[src/rtl/vtiming_rx_if.sv]
// Raw sync inputs and recovered timing measurements for vtiming_rx.
// The sync source drives through master; the decoder attaches as slave.
interface vtiming_rx_if #(
  parameter int XBITS = 10,
  parameter int YBITS = 10
);
  logic             InHsync;
  logic             InVsync;
  logic [XBITS-1:0] HPos;
  logic [YBITS-1:0] VPos;
  logic [XBITS-1:0] LineLen;
  logic [XBITS-1:0] HsyncLen;
  logic [YBITS-1:0] FrameLen;
  logic [YBITS-1:0] VsyncLen;
  logic             Locked;
  logic             FrameStart;
  logic             LockLost;

  modport master (
    output InHsync, InVsync,
    input  HPos, VPos, LineLen, HsyncLen, FrameLen, VsyncLen,
    input  Locked, FrameStart, LockLost
  );

  modport slave (
    input  InHsync, InVsync,
    output HPos, VPos, LineLen, HsyncLen, FrameLen, VsyncLen,
    output Locked, FrameStart, LockLost
  );
endinterface

[src/rtl/vtiming_rx.sv]
// Sink-side VGA timing decoder: recovers pixel/line position, measures line,
// frame and sync widths, and declares lock after enough consecutive clean frames.
module vtiming_rx #(
  parameter int XBITS       = 10,
  parameter int YBITS       = 10,
  parameter bit HSYNC_POL   = 1'b0,
  parameter bit VSYNC_POL   = 1'b0,
  parameter int LOCK_FRAMES = 2
) (
  input  logic        PixelClkSrc,
  input  logic        SysRstN,
  vtiming_rx_if.slave vt
);

  localparam logic [1:0] SEEK    = 2'd0;
  localparam logic [1:0] MEASURE = 2'd1;
  localparam logic [1:0] LOCKED  = 2'd2;

  localparam logic [XBITS-1:0] XONE        = {{(XBITS-1){1'b0}}, 1'b1};
  localparam logic [YBITS-1:0] YONE        = {{(YBITS-1){1'b0}}, 1'b1};
  localparam logic [XBITS-1:0] XMAX        = '1;
  localparam logic [YBITS-1:0] YMAX        = '1;
  localparam logic [2:0]       LOCK_TARGET = 3'(LOCK_FRAMES);

  logic [1:0]       rstSync;
  logic             rstN;
  logic [1:0]       hSync, vSync;
  logic             hPrev, vPrev;
  logic             hActive, vActive, hLead, hTrail, vLead, vTrail;
  logic [XBITS-1:0] hPos, lineLen, hsyncLen, refLine, hPosInc;
  logic [YBITS-1:0] vPos, frameLen, vsyncLen, vAcc, refFrame, refFrameNext;
  logic             refValid, frameBad;
  logic             timeout, storeRef, lineMis, frameClean;
  logic [1:0]       state, stateNext;
  logic [2:0]       mCnt, mCntNext, mCntInc;
  logic             locked, frameStart, lockLost;

  // Reset asserts immediately but releases only after two clean clock edges.
  always_ff @(posedge PixelClkSrc or negedge SysRstN) begin
    if (!SysRstN) rstSync <= 2'b00;
    else          rstSync <= {rstSync[0], 1'b1};
  end
  assign rstN = rstSync[1];

  // Polarity is normalized before the synchronizer so a cleared register reads as idle.
  always_ff @(posedge PixelClkSrc or negedge rstN) begin
    if (!rstN) begin
      hSync <= 2'b00;
      vSync <= 2'b00;
      hPrev <= 1'b0;
      vPrev <= 1'b0;
    end else begin
      hSync <= {hSync[0], vt.InHsync == HSYNC_POL};
      vSync <= {vSync[0], vt.InVsync == VSYNC_POL};
      hPrev <= hActive;
      vPrev <= vActive;
    end
  end

  assign hActive = hSync[1];
  assign vActive = vSync[1];
  assign hLead   = hActive & ~hPrev;
  assign hTrail  = ~hActive & hPrev;
  assign vLead   = vActive & ~vPrev;
  assign vTrail  = ~vActive & vPrev;

  assign hPosInc    = hPos + XONE;
  assign timeout    = (hPos == XMAX);
  assign storeRef   = hLead & (vLead | ~refValid);
  assign lineMis    = hLead & ~storeRef & (hPosInc != refLine);
  assign frameClean = ~frameBad & ((refFrame == '0) | (refFrame == vPos));
  assign mCntInc    = mCnt + 3'd1;

  // A coincident hsync lead becomes line 0 of the new frame, hence the vLead overrides.
  always_ff @(posedge PixelClkSrc or negedge rstN) begin
    if (!rstN) begin
      hPos     <= '0;
      vPos     <= '0;
      lineLen  <= '0;
      hsyncLen <= '0;
      frameLen <= '0;
      vsyncLen <= '0;
      vAcc     <= '0;
      refLine  <= '0;
      refValid <= 1'b0;
      frameBad <= 1'b0;
    end else begin
      if (hLead) begin
        lineLen <= hPosInc;
        hPos    <= '0;
        if (vPos != YMAX) vPos <= vPos + YONE;
      end else if (!timeout) begin
        hPos <= hPosInc;
      end
      if (hTrail) hsyncLen <= hPosInc;

      if (vLead) begin
        frameLen <= vPos;
        vPos     <= hLead ? YONE : '0;
        vAcc     <= hLead ? YONE : '0;
        frameBad <= 1'b0;
      end else if (hLead && vActive && vAcc != YMAX) begin
        vAcc <= vAcc + YONE;
      end
      if (vTrail) vsyncLen <= vAcc;

      if (storeRef) begin
        refLine  <= hPosInc;
        refValid <= 1'b1;
      end else if (vLead) begin
        refValid <= 1'b0;
      end
      if (lineMis || timeout) frameBad <= 1'b1;
    end
  end

  always_comb begin
    stateNext    = state;
    mCntNext     = mCnt;
    refFrameNext = refFrame;
    case (state)
      SEEK: begin
        if (vLead) begin
          stateNext    = MEASURE;
          mCntNext     = '0;
          refFrameNext = '0;
        end
      end
      MEASURE: begin
        if (vLead) begin
          refFrameNext = vPos;
          if (frameClean) begin
            mCntNext = mCntInc;
            if (mCntInc == LOCK_TARGET) stateNext = LOCKED;
          end else begin
            mCntNext = '0;
          end
        end
      end
      LOCKED: begin
        if (lineMis) begin
          stateNext = MEASURE;
          mCntNext  = '0;
        end else if (vLead && vPos != refFrame) begin
          stateNext    = MEASURE;
          mCntNext     = '0;
          refFrameNext = vPos;
        end
      end
      default: stateNext = SEEK;
    endcase
    if (timeout) begin
      stateNext = SEEK;
      mCntNext  = '0;
    end
  end

  always_ff @(posedge PixelClkSrc or negedge rstN) begin
    if (!rstN) begin
      state      <= SEEK;
      mCnt       <= '0;
      refFrame   <= '0;
      locked     <= 1'b0;
      frameStart <= 1'b0;
      lockLost   <= 1'b0;
    end else begin
      state      <= stateNext;
      mCnt       <= mCntNext;
      refFrame   <= refFrameNext;
      locked     <= (stateNext == LOCKED);
      frameStart <= vLead;
      lockLost   <= (state == LOCKED) && (stateNext != LOCKED);
    end
  end

  assign vt.HPos       = hPos;
  assign vt.VPos       = vPos;
  assign vt.LineLen    = lineLen;
  assign vt.HsyncLen   = hsyncLen;
  assign vt.FrameLen   = frameLen;
  assign vt.VsyncLen   = vsyncLen;
  assign vt.Locked     = locked;
  assign vt.FrameStart = frameStart;
  assign vt.LockLost   = lockLost;

endmodule

[src/flat_wrapper.sv]
// flat-port wrapper written by rule: the top's interface ports become plain ports
module vtiming_rx_flat 
#(
  parameter int XBITS       = 10,
  parameter int YBITS       = 10,
  parameter bit HSYNC_POL   = 1'b0,
  parameter bit VSYNC_POL   = 1'b0,
  parameter int LOCK_FRAMES = 2
)
  (PixelClkSrc, SysRstN, vt_InHsync, vt_InVsync, vt_HPos, vt_VPos, vt_LineLen, vt_HsyncLen, vt_FrameLen, vt_VsyncLen, vt_Locked, vt_FrameStart, vt_LockLost);
  vtiming_rx_if #(.XBITS(XBITS), .YBITS(YBITS)) vt_i ();
  input  logic PixelClkSrc;
  input  logic SysRstN;
  input wire logic [$bits(vt_i.InHsync)-1:0] vt_InHsync;
  input wire logic [$bits(vt_i.InVsync)-1:0] vt_InVsync;
  output wire logic [$bits(vt_i.HPos)-1:0] vt_HPos;
  output wire logic [$bits(vt_i.VPos)-1:0] vt_VPos;
  output wire logic [$bits(vt_i.LineLen)-1:0] vt_LineLen;
  output wire logic [$bits(vt_i.HsyncLen)-1:0] vt_HsyncLen;
  output wire logic [$bits(vt_i.FrameLen)-1:0] vt_FrameLen;
  output wire logic [$bits(vt_i.VsyncLen)-1:0] vt_VsyncLen;
  output wire logic [$bits(vt_i.Locked)-1:0] vt_Locked;
  output wire logic [$bits(vt_i.FrameStart)-1:0] vt_FrameStart;
  output wire logic [$bits(vt_i.LockLost)-1:0] vt_LockLost;
  assign vt_i.InHsync = vt_InHsync;
  assign vt_i.InVsync = vt_InVsync;
  assign vt_HPos = vt_i.HPos;
  assign vt_VPos = vt_i.VPos;
  assign vt_LineLen = vt_i.LineLen;
  assign vt_HsyncLen = vt_i.HsyncLen;
  assign vt_FrameLen = vt_i.FrameLen;
  assign vt_VsyncLen = vt_i.VsyncLen;
  assign vt_Locked = vt_i.Locked;
  assign vt_FrameStart = vt_i.FrameStart;
  assign vt_LockLost = vt_i.LockLost;
  vtiming_rx #(.XBITS(XBITS), .YBITS(YBITS), .HSYNC_POL(HSYNC_POL), .VSYNC_POL(VSYNC_POL), .LOCK_FRAMES(LOCK_FRAMES)) u_core (.PixelClkSrc(PixelClkSrc), .SysRstN(SysRstN), .vt(vt_i));
endmodule
[config.mk]
export PLATFORM = sky130hd
export DESIGN_NAME = vtiming_rx_flat
export DESIGN_NICKNAME = d
export VERILOG_FILES = /design/src/rtl/vtiming_rx_if.sv /design/src/rtl/vtiming_rx.sv /design/src/flat_wrapper.sv
export SDC_FILE = /design/constraint.sdc
export NUM_CORES = 1
export LEC_CHECK = 0
export ABC_CLOCK_PERIOD_IN_PS = 3050
export BUFFER_PORTS_ARGS = -buffer_cell sky130_fd_sc_hd__buf_2
export CAP_MARGIN = 5
export CELL_PAD_IN_SITES_DETAIL_PLACEMENT = 1
export CELL_PAD_IN_SITES_GLOBAL_PLACEMENT = 1
export CORE_ASPECT_RATIO = 2
export CORE_UTILIZATION = 40
export CTS_CLUSTER_DIAMETER = 200
export DETAILED_ROUTE_END_ITERATION = 6
export PLACE_DENSITY = 0.75
export REMOVE_ABC_BUFFERS = 1
export SYNTH_ARGS = -nofsm -noshare
export SYNTH_HDL_FRONTEND = slang
export SYNTH_SLANG_ARGS = --single-unit
[constraint.sdc]
create_clock -name PixelClkSrc -period 3.05 [get_ports PixelClkSrc]
set_input_delay 0.1525 -clock PixelClkSrc [delete_from_list [all_inputs] [get_ports PixelClkSrc]]
set_output_delay 0.1525 -clock PixelClkSrc [all_outputs]
set_load 0.02 [all_outputs]
==> results.md <==
Worst setup path:
- The element type at the critical path start is a flip-flop.
- The cell with the biggest individual delay on the critical path is sky130_fd_sc_hd__dfrtp_1.
- The endpoint kind of the worst setup timing path is a flip-flop.
- The required arrival time at the worst endpoint is ~3.3 ns.
- The cell type group with the largest total delay on the critical path is compound AO/OA/AOI/OAI gates.
- The critical path arrival is ~3.2 ns.
- Traced cell by cell, the critical path runs through ha_1 > xnor2_1 > a22oi_1 > o2111ai_1 > a2111oi_2 > nor4b_4 > nor4_4 > or3b_1 > a21oi_1.
- Counting both buffers and inverters, the worst setup path holds a total of 0.
- The largest fanout on the critical path is 6.
- The largest single stage delay on the critical path is 0.43 ns.
- The category of the most critical setup path is flip-flop to flip-flop.

Global route:
- The global route total overflow is 0.
- The via count of the first global-routing pass is 4234.
- The first-pass GRT wire length is roughly 21000 µm.
- In the global route stage, overall resource usage came out at 0.212.
- The number of antenna violations at the first check in global routing is 0.
- The largest net degree at the start of global routing is 58.

Die:
- The starting density of the core is 0.409.
- Measured along the y axis, the die boundary spans roughly 160 µm.
- The total area inside the core boundary comes to 12100 µm².
- The floorplan die width is 80.5 µm.
- During I/O placement, the number of pins put on the boundary was 67.
- The placement row count is 57.
- The die covers ~13000 µm².

STA:
- The transition time at the pin with the least slew margin is around 0.75 ns.
- Measured against its own limit, the worst slew margin works out to 0.497.
- The final-report max-slew violation count is 0.
- The count of endpoints failing setup in the final report is 0.
- The highest clock rate is between 300 and 400 MHz.
- The minimum period implied by the final worst setup slack is 2.89 ns.
- Setup repair after global routing left no endpoint under its margin.
- For the final database, setup skew stands at around 0.0083 ns.
- The final-report hold violation count is 0.
- In the finished design, the share of the clock period the worst path needs comes to 0.948.
- The worst hold slack after final layout is 0.125 ns.

Power and ir drop:
- The leakage power is approximately 2.8 nW.
- Across the VDD grid, the largest voltage drop is ~0.00035 V.
- The total power per unit cell area is 707 nW/µm².

Route:
- The antenna violation net count after detailed routing is 0.
- The count of TritonRoute iterations in the first routing pass is 4.
- The violation count after the first detailed-routing iteration is 140.
- After detailed routing, the number of remaining DRC violations is 0.
- For this block, the routed nets add up to roughly 12000 µm of wire.
- The via-per-instance ratio is roughly 5.4.
- After detailed routing, the average wire length per cell comes to 17.2 µm.
- The via count is between 3000 and 4000.

Final layout:
- 0 antenna diodes ended up in the layout.
- The layout net count is 580.
- The end-of-flow core utilization is 0.478.
- Of the cells placed in the final design, the portion with a size suffix greater than 1 is 0.192.
- The area growth from synthesis to layout is 16.9%.

Synth:
- The average instance in the mapped netlist occupies about 9.8 µm².
- The share of the Yosys chip area taken by registers is 0.549.
- Of the post-synthesis cell area, the dominant cell type holds 0.549.
- The leading register cell type out of synthesis is sky130_fd_sc_hd__dfrtp_1.
- The number of enable flip-flop cells after synthesis is 0.
- Synthesis inferred 108 register bits.
- The share of flip-flops with an asynchronous set or reset is 1.00.
- The biggest area contributor in the post-synthesis netlist is sky130_fd_sc_hd__dfrtp_1.
- The post-synthesis cell area is between 4000 and 5000 µm².
- By area the synthesized netlist is led by sky130_fd_sc_hd__dfrtp_1 (55%), sky130_fd_sc_hd__nand2_1 (7.6%), sky130_fd_sc_hd__o21ai_0 (4.5%).
- The number of library cell types mapped by synthesis is 52.
- The cell count after synthesis came out at slightly above 500.
- During synthesis, Yosys emitted a total of 0 warnings.

Clock tree:
- The clock input transition at the sequential cells of the worst setup and hold paths is about 0.08 ns.
- Buffers inserted during clock tree synthesis total 9.
- The root buffer selected by CTS is sky130_fd_sc_hd__clkbuf_16.
- The CTS H-tree depth is 3.
- The maximum buffer depth of the clock tree is 2.
- The post-CTS setup buffer count is 0.
- The TritonCTS clock tree is built.
- The later-pin clock latency in the skew report is 0.35 ns.
- The clock drives around 110 sinks.

Place:
- The count of buffers added on input and output ports is 66.
- Routability-driven placement finished with a final weighted congestion of 0.859.
- The detailed-placement wirelength estimate is ~9000 µm.

Run status:
- The flow ran to the end, and the final reports show no timing, DRC or antenna violations.

Worst hold path:
- The worst min-delay path category is primary input to asynchronous set/reset pin.

Job:
- The tool flagged a number of max-cap violations equal to 0.
==> where the power goes <==
part,switching (mW),internal [mW],leakage [nW],total (mW)
combinational,0.680,0.390,1.26,1.07
clock,0.580,0.594,0.142,1.17
sequential,0.211,1.62,1.43,1.83
==> synth_stat cells, types with 4 or more instances <==
cell type                  instances
sky130_fd_sc_hd__dfrtp_1         108
sky130_fd_sc_hd__nand2_1         100
sky130_fd_sc_hd__o21ai_0          44
sky130_fd_sc_hd__nor2_1           42
sky130_fd_sc_hd__a21oi_1          27
sky130_fd_sc_hd__xor2_1           23
sky130_fd_sc_hd__clkbuf_1         21
sky130_fd_sc_hd__xnor2_1          19
sky130_fd_sc_hd__nand3_1          18
sky130_fd_sc_hd__mux2_2           10
sky130_fd_sc_hd__ha_1              9
sky130_fd_sc_hd__inv_1             9
sky130_fd_sc_hd__nand2b_1          7
sky130_fd_sc_hd__and3_1            5
sky130_fd_sc_hd__nand4_1           5
sky130_fd_sc_hd__nor3_1            5
sky130_fd_sc_hd__a21boi_0          4
sky130_fd_sc_hd__nor4_1            4
==> final timing paths <==
kind	start	to	slack, ns	depth (start not counted)
hold / removal	SysRstN	u_core.rstSync[0]	0.13	2
setup reg to reg	u_core.vt.HPos[1]	u_core.mCnt[0]	0.16	9
max in group asynchronous	u_core.rstSync[1]	u_core.vt.VPos[9]	1.89	1
hold reg to reg	u_core.vSync[0]	u_core.vSync[1]	0.36	0
setup / recovery	u_core.vt.HPos[1]	u_core.mCnt[0]	0.16	9
min in group PixelClkSrc	u_core.vSync[0]	u_core.vSync[1]	0.36	0
==> logic make-up after synthesis <==
kind of cell,after synthesis,share of synthesized area
simple gates,203,0.186
fa+ha+maj,9,0.0229
flops,108,0.549
xor+xnor,43,0.0792
buf+inv,37,0.0300
other cells,1,0.000761
mux,12,0.0269
compound gates,92,0.106
==> per-stage QoR <==
step           total power [mW]  std cells  setup WS, ns  TNS (ns)  instance area, µm²
6_report                   4.07        719         0.159         0                5760
5_1_grt                    4.29        719       0.00792         0                5760
4_1_cts                    4.09        719        0.0404         0                5740
3_5_place_dp               2.91        700       -0.0209   -0.0209                5410
3_3_place_gp               2.83        700         0.128         0                5410
2_1_floorplan              2.52        478        -0.181    -19.22                4820
==> layout by cell type, fill, tap and decap left out, types with 2 or more instances in the layout <==
cell type	instances
sky130_fd_sc_hd__dfrtp_1	107
sky130_fd_sc_hd__o22ai_1	3
sky130_fd_sc_hd__and2_1	2
sky130_fd_sc_hd__nand3b_1	2
sky130_fd_sc_hd__nor4_1	4
sky130_fd_sc_hd__xnor2_1	19
sky130_fd_sc_hd__nand2b_1	7
sky130_fd_sc_hd__nor3_1	5
sky130_fd_sc_hd__a21boi_0	4
sky130_fd_sc_hd__a211o_1	3
sky130_fd_sc_hd__nor2_1	42
sky130_fd_sc_hd__buf_4	8
sky130_fd_sc_hd__ha_1	9
sky130_fd_sc_hd__mux2_2	10
sky130_fd_sc_hd__dlygate4sd3_1	3
sky130_fd_sc_hd__nand3_1	18
sky130_fd_sc_hd__buf_2	66
sky130_fd_sc_hd__nand4_1	5
sky130_fd_sc_hd__nand2_1	100
sky130_fd_sc_hd__a21oi_1	27
sky130_fd_sc_hd__o21ai_0	44
sky130_fd_sc_hd__mux2i_1	2
sky130_fd_sc_hd__xor2_1	23
sky130_fd_sc_hd__or3_1	2
sky130_fd_sc_hd__clkbuf_16	9
sky130_fd_sc_hd__and3_1	5
sky130_fd_sc_hd__inv_1	9
sky130_fd_sc_hd__nor2b_1	2
sky130_fd_sc_hd__inv_6	3
==> metal layers <==
metal	wire, µm	global-route usage
met3	330	0.0327
met2	7100	0.395
met1	4660	0.229
met4	297	0.0844
met5	0	0
==> state kept, by name, summed over array words and instances, names as in the netlist, 2 cells and up <==
signal	cells
u_core.vt.VPos	10
u_core.rstSync	2
u_core.vt.LineLen	10
u_core.refFrame	10
u_core.state	2
u_core.refLine	10
u_core.mCnt	3
u_core.vt.VsyncLen	10
u_core.vt.FrameLen	10
u_core.vt.HsyncLen	10
u_core.vt.HPos	10
u_core.vAcc	10
u_core.vSync	2
u_core.hSync	2
==> what timing repair did <==
| action | in CTS | in global routing |
|---|---|---|
| hold endpoints to repair | 4 | 0 |
| setup endpoints to repair | 1 | 2 |
| resized for setup | 1 | 3 |
| hold buffers | 3 | 0 |
| cloned | 0 | 0 |
==> area by class of cell <==
class	instances	area, µm²
fill	1378	6290
sequential	108	2710
multi-input combinational	360	2100
timing repair buffer	78	440
clock buffer	10	239
tap	147	184
clock inverter	6	53.8
inverter	10	37.5
(Power assumes the default switching activity.)
